===== src/rtl/serial_cmp32_if.sv =====
// Handshake and operand/result bundle for the bit-serial 32-bit comparator.
// master drives the request side, slave (the comparator) drives status and result.
interface serial_cmp32_if;
  logic        start;
  logic [31:0] a;
  logic [31:0] b;
  logic        sgn;
  logic        busy;
  logic        done;
  logic        lt;
  logic        eq;
  logic        gt;
  logic [31:0] res;

  modport master (
    output start, a, b, sgn,
    input  busy, done, lt, eq, gt, res
  );

  modport slave (
    input  start, a, b, sgn,
    output busy, done, lt, eq, gt, res
  );
endinterface


===== src/rtl/serial_cmp32.sv =====
// Bit-serial 32-bit magnitude comparator, signed or unsigned, scanning MSB first
// with early termination on the first differing bit.
module serial_cmp32 (
  input  logic           clk,
  input  logic           rst,
  serial_cmp32_if.slave  bus
);

  typedef enum logic [1:0] {
    IDLE = 2'd0,
    SCAN = 2'd1,
    DONE = 2'd2
  } state_t;

  state_t      state_reg, state_next;
  logic [31:0] a_reg, a_next;
  logic [31:0] b_reg, b_next;
  logic        sgn_reg, sgn_next;
  logic [4:0]  idx_reg, idx_next;
  logic        lt_reg, lt_next;
  logic        eq_reg, eq_next;
  logic        gt_reg, gt_next;
  logic        busy_reg, busy_next;

  logic [31:0] diff_vec;
  logic [31:0] lt_vec;
  logic        bit_diff;
  logic        bit_lt;

  // Per-bit "A below B" terms; the sign bit inverts its sense for signed compares.
  genvar gi;
  generate
    for (gi = 0; gi < 32; gi++) begin : g_bit
      assign diff_vec[gi] = a_reg[gi] ^ b_reg[gi];
      if (gi == 31) begin : g_msb
        assign lt_vec[gi] = sgn_reg ? (a_reg[gi] & ~b_reg[gi])
                                    : (~a_reg[gi] & b_reg[gi]);
      end else begin : g_lsb
        assign lt_vec[gi] = ~a_reg[gi] & b_reg[gi];
      end
    end
  endgenerate

  assign bit_diff = diff_vec[idx_reg];
  assign bit_lt   = lt_vec[idx_reg];

  always_ff @(posedge clk or posedge rst) begin
    if (rst) begin
      state_reg <= IDLE;
      a_reg     <= 32'd0;
      b_reg     <= 32'd0;
      sgn_reg   <= 1'b0;
      idx_reg   <= 5'd31;
      lt_reg    <= 1'b0;
      eq_reg    <= 1'b0;
      gt_reg    <= 1'b0;
      busy_reg  <= 1'b0;
    end else begin
      state_reg <= state_next;
      a_reg     <= a_next;
      b_reg     <= b_next;
      sgn_reg   <= sgn_next;
      idx_reg   <= idx_next;
      lt_reg    <= lt_next;
      eq_reg    <= eq_next;
      gt_reg    <= gt_next;
      busy_reg  <= busy_next;
    end
  end

  always_comb begin
    state_next = state_reg;
    a_next     = a_reg;
    b_next     = b_reg;
    sgn_next   = sgn_reg;
    idx_next   = idx_reg;
    lt_next    = lt_reg;
    eq_next    = eq_reg;
    gt_next    = gt_reg;

    case (state_reg)
      IDLE: begin
        if (bus.start) begin
          a_next     = bus.a;
          b_next     = bus.b;
          sgn_next   = bus.sgn;
          idx_next   = 5'd31;
          state_next = SCAN;
        end
      end
      SCAN: begin
        // Old flags stay visible until the new result is written here.
        if (bit_diff) begin
          lt_next    = bit_lt;
          gt_next    = ~bit_lt;
          eq_next    = 1'b0;
          state_next = DONE;
        end else if (idx_reg == 5'd0) begin
          lt_next    = 1'b0;
          gt_next    = 1'b0;
          eq_next    = 1'b1;
          state_next = DONE;
        end else begin
          idx_next = idx_reg - 5'd1;
        end
      end
      DONE: begin
        state_next = IDLE;
      end
      default: begin
        state_next = IDLE;
      end
    endcase

    busy_next = (state_next != IDLE);
  end

  assign bus.busy = busy_reg;
  assign bus.done = (state_reg == DONE);
  assign bus.lt   = lt_reg;
  assign bus.eq   = eq_reg;
  assign bus.gt   = gt_reg;
  assign bus.res  = {31'd0, lt_reg};

endmodule


===== src/flat_wrapper.sv =====
// flat-port wrapper written by rule: the top's interface ports become plain ports
module serial_cmp32_flat 
  (clk, rst, bus_start, bus_a, bus_b, bus_sgn, bus_busy, bus_done, bus_lt, bus_eq, bus_gt, bus_res);
  serial_cmp32_if bus_i ();
  input  logic clk;
  input  logic rst;
  input wire logic [$bits(bus_i.start)-1:0] bus_start;
  input wire logic [$bits(bus_i.a)-1:0] bus_a;
  input wire logic [$bits(bus_i.b)-1:0] bus_b;
  input wire logic [$bits(bus_i.sgn)-1:0] bus_sgn;
  output wire logic [$bits(bus_i.busy)-1:0] bus_busy;
  output wire logic [$bits(bus_i.done)-1:0] bus_done;
  output wire logic [$bits(bus_i.lt)-1:0] bus_lt;
  output wire logic [$bits(bus_i.eq)-1:0] bus_eq;
  output wire logic [$bits(bus_i.gt)-1:0] bus_gt;
  output wire logic [$bits(bus_i.res)-1:0] bus_res;
  assign bus_i.start = bus_start;
  assign bus_i.a = bus_a;
  assign bus_i.b = bus_b;
  assign bus_i.sgn = bus_sgn;
  assign bus_busy = bus_i.busy;
  assign bus_done = bus_i.done;
  assign bus_lt = bus_i.lt;
  assign bus_eq = bus_i.eq;
  assign bus_gt = bus_i.gt;
  assign bus_res = bus_i.res;
  serial_cmp32 u_core (.clk(clk), .rst(rst), .bus(bus_i));
endmodule

===== config.mk =====
export PLATFORM = sky130hd
export DESIGN_NAME = serial_cmp32_flat
export DESIGN_NICKNAME = d
export VERILOG_FILES = /design/src/rtl/serial_cmp32_if.sv /design/src/rtl/serial_cmp32.sv /design/src/flat_wrapper.sv
export SDC_FILE = /design/constraint.sdc
export NUM_CORES = 1
export LEC_CHECK = 0
export CORE_MARGIN = 1.5
export CORE_UTILIZATION = 50
export DETAILED_ROUTE_END_ITERATION = 6
export GPL_TIMING_DRIVEN = 0
export PLACE_DENSITY = 0.81
export SYNTH_ARGS = -nofsm -noshare
export SYNTH_HDL_FRONTEND = slang
export SYNTH_SLANG_ARGS = --single-unit

===== constraint.sdc =====
create_clock -name clk -period 3.16 [get_ports clk]
set_clock_uncertainty 0.15 [all_clocks]
set_input_delay 0.632 -clock clk [delete_from_list [all_inputs] [get_ports clk]]
set_output_delay 0.632 -clock clk [all_outputs]
set_load 0.005 [all_outputs]

==> key figures <==
Run status
  – Status: finished, final reports clean

Global routing
  – First-pass GRT wire length: 15,600 um
  – Vias in the first global route: 3,216
  – Initial antenna violation count: 0
  – Largest net degree at the start of global routing: 77
  – Overflow after GRT: 0
  – GRT Overall Usage: 0.206

Timing
  – Final WS setup: 0.199 ns
  – Final setup violation count: 0
  – Final hold violation count: 0
  – Slew headroom: 0.375
  – Unrepaired setup endpoints after global routing: false
  – Final period utilization: 0.937
  – Fin. max-slew vios: 0
  – Fmax: around 0.34 GHz
  – Final hold slack: 0.376 ns
  – Minimum clock period: 2.96 ns
  – Worst-Margin Slew: 0.938 ns

Clock tree
  – CTS Sinks: 76
  – Hold-fix buffers at CTS: 0
  – Longest Clk Path Bufs: 2
  – PostCTS Resize Cnt: 0
  – CTS tree: built
  – Clock Latency Late Sink: 0.35 ns
  – Htree depth: 3
  – Number of CTS-inserted buffers: 9
  – Register clock-pin slew on the reported worst setup and hold paths: 0.07 ns
  – CTS root buf: clkbuf_8
  – Post-CTS setup buffers: 0

Job
  – Max-Cap Viols: 0

Worst setup path
  – Worst Setup End Kind: flop
  – WS Path Type: flop to flop
  – Worst-path fanout max: 10
  – Worst reg2reg setup slack: 0.20 ns
  – CP startpoint kind: flop
  – Worst path required time: 3.30 ns
  – Crit path DAT: around 3.1 ns

Finish
  – Nets: 620
  – Final core utilization: 0.667
  – Non-filler cells, final: 627
  – Proportion of layout cells with a drive suffix above 1: 0.207
  – Antenna diodes: 0
  – Area grow syn2layout: 26.9%

Logic synthesis
  – Syn avg cell area: between 10 and 15 um^2
  – Top_reg_cell synth: dfrtp_1
  – Sequential fraction of the synthesis area: 0.435
  – Post-synth EDFFs: 0
  – Async SR Flop Fraction: 1.00
  – YS warnings: 0
  – Mapped Area: between 4000 and 5000 um^2
  – Flops & latches, synth: 76
  – Synthesized instance count: 403
  – Library cells used by synthesis: 47

Route
  – DRC viols: 0
  – Via count: 3,244
  – Vias per inst: 5.17
  – Router iterations before antenna repair: 4
  – Routed len/inst: about 15 um
  – Final WL: 9320 um
  – ANT nets after route: 0
  – DRT iter0 DRCs: 226

Placement
  – DP HPWL: between 7000 and 8000 um
  – Placer congestion estimate: about 1
  – Setup WS pre-CTS: between 0.06 and 0.07 ns
  – Placed Cells: 611
  – Port Buffer Count: 73

Worst hold path
  – Hold Path Class: flop to flop

Pwr
  – VDD IR max: 0.000386 V
  – Leakage: 2.62 nW
  – Total power draw: ~4.8 mW
  – Pwr/cell area: 869 nW/um^2

Floorplan
  – Die area: 9340 um^2
  – Core area: about 8300 um^2
  – I/O pin count: 105
  – Chip Width: a little under 100 um
  – Initial Utilization: 0.526
  – Die Y: 96.7 um
  – Rows: 33
critical path, stage by stage, from the launching register on:
cell,delay [ns]
dfstp_2,0.52
buf_4,0.16
buf_6,0.17
buf_2,0.29
inv_1,0.13
ha_1,0.23
nor3_1,0.15
a32oi_1,0.11
a21boi_0,0.25
and4b_1,0.23
buf_4,0.16
a21boi_1,0.19
o22a_1,0.17
layout by cell type (no fill, tap or decap), types with 2 or more instances in the layout:
| cell type | Yosys | routed |
|---|---|---|
| buf_4 | 36 | 36 |
| mux4_1 | 4 | 4 |
| clkbuf_8 | 0 | 11 |
| mux4_2 | 6 | 6 |
| a221o_1 | 2 | 2 |
| nor2b_1 | 5 | 5 |
| nand2b_1 | 2 | 2 |
| ha_1 | 35 | 35 |
| buf_2 | 2 | 2 |
| nand3_1 | 7 | 7 |
| a311oi_1 | 3 | 3 |
| clkdlybuf4s50_1 | 0 | 73 |
| inv_1 | 39 | 38 |
| mux2i_1 | 11 | 11 |
| o21ai_0 | 33 | 33 |
| a31oi_1 | 2 | 2 |
| dfstp_2 | 5 | 5 |
| mux2_2 | 35 | 35 |
| clkinv_2 | 0 | 2 |
| a22o_1 | 2 | 2 |
| buf_6 | 2 | 2 |
| nor3b_1 | 2 | 2 |
| a21oi_1 | 4 | 4 |
| clkbuf_1 | 13 | 14 |
| dfrtp_1 | 71 | 71 |
| a22oi_1 | 3 | 3 |
| conb_1 | 1 | 31 |
| nor2_1 | 15 | 15 |
| o22ai_1 | 2 | 2 |
| nand2_1 | 40 | 40 |
| nor3_1 | 2 | 2 |
routing by layer:
metal	global-route usage	routed length, um	vias to the layer above	share of wire
met5	0	0	-	0
met4	0.0435	102	0	0.011
met3	0.0462	582	12	0.062
met2	0.351	4630	113	0.50
met1	0.271	4000	1566	0.43
li1	-	-	1553	-
cell families after synthesis:
group,Yosys count,share of synthesized area
simple gates,79,0.0816
other cells,1,0.000855
buf+inv,93,0.118
flops,76,0.435
compound gates,63,0.0947
mux,56,0.170
fa+ha+maj,35,0.0999
through the flow:
| step | instance area (um^2) | TNS (ns) |
|---|---|---|
| 2_1_floorplan | 4500 | 0 |
| 3_3_place_gp | 5360 | -48.18 |
| 3_5_place_dp | 5360 | 0 |
| 4_1_cts | 5570 | 0 |
| 5_1_grt | 5570 | 0 |
| 6_report | 5570 | 0 |
path summary, 6_finish.rpt:
path / depth (start not counted) / to / startpoint
max: 12 / u_core.idx_reg[1]$_DFFE_PP1P_ / u_core.idx_reg[1]$_DFFE_PP1P_
min: 1 / u_core.b_reg[2]$_DFFE_PP0P_ / u_core.b_reg[2]$_DFFE_PP0P_
max reg2reg: 12 / u_core.idx_reg[1]$_DFFE_PP1P_ / u_core.idx_reg[1]$_DFFE_PP1P_
min reg2reg: 1 / u_core.b_reg[2]$_DFFE_PP0P_ / u_core.b_reg[2]$_DFFE_PP0P_
max in group asynchronous: 2 / u_core.bus.eq$_DFFE_PP0P_ / rst
min in group asynchronous: 2 / u_core.b_reg[4]$_DFFE_PP0P_ / rst
cell type report:
type / instances / area [um^2]
clock inverters: 4 / 47.5
fillers: 657 / 2780
plain buffers: 54 / 372
repair buffers: 73 / 731
inverters: 39 / 149
clock buffers: 12 / 155
flip-flops and latches: 76 / 1910
multi-input cells: 264 / 2070
well taps: 105 / 131
cell usage after synthesis, types with 3 or more instances:
| cell | count | area, um^2 |
|---|---|---|
| mux2_2 | 35 | 394 |
| inv_1 | 39 | 146 |
| mux4_2 | 6 | 135 |
| a22oi_1 | 3 | 22.5 |
| clkbuf_1 | 13 | 48.8 |
| a311oi_1 | 3 | 26.3 |
| nor2_1 | 15 | 56.3 |
| dfrtp_1 | 71 | 1780 |
| nor2b_1 | 5 | 31.3 |
| mux4_1 | 4 | 105 |
| nand3_1 | 7 | 35.0 |
| ha_1 | 35 | 438 |
| nand2_1 | 40 | 150 |
| a21oi_1 | 4 | 20.0 |
| mux2i_1 | 11 | 110 |
| dfstp_2 | 5 | 131 |
| buf_4 | 36 | 270 |
| o21ai_0 | 33 | 165 |
power by group:
group / total, mW / switching [mW] / leakage (nW) / internal (mW)
registers: 1.67 / 0.231 / 0.911 / 1.44
clock network: 0.762 / 0.357 / 0.102 / 0.406
logic: 2.40 / 1.18 / 1.61 / 1.23
total: 4.84 / 1.76 / 2.62 / 3.07
Power figures use the tool's default switching activity.
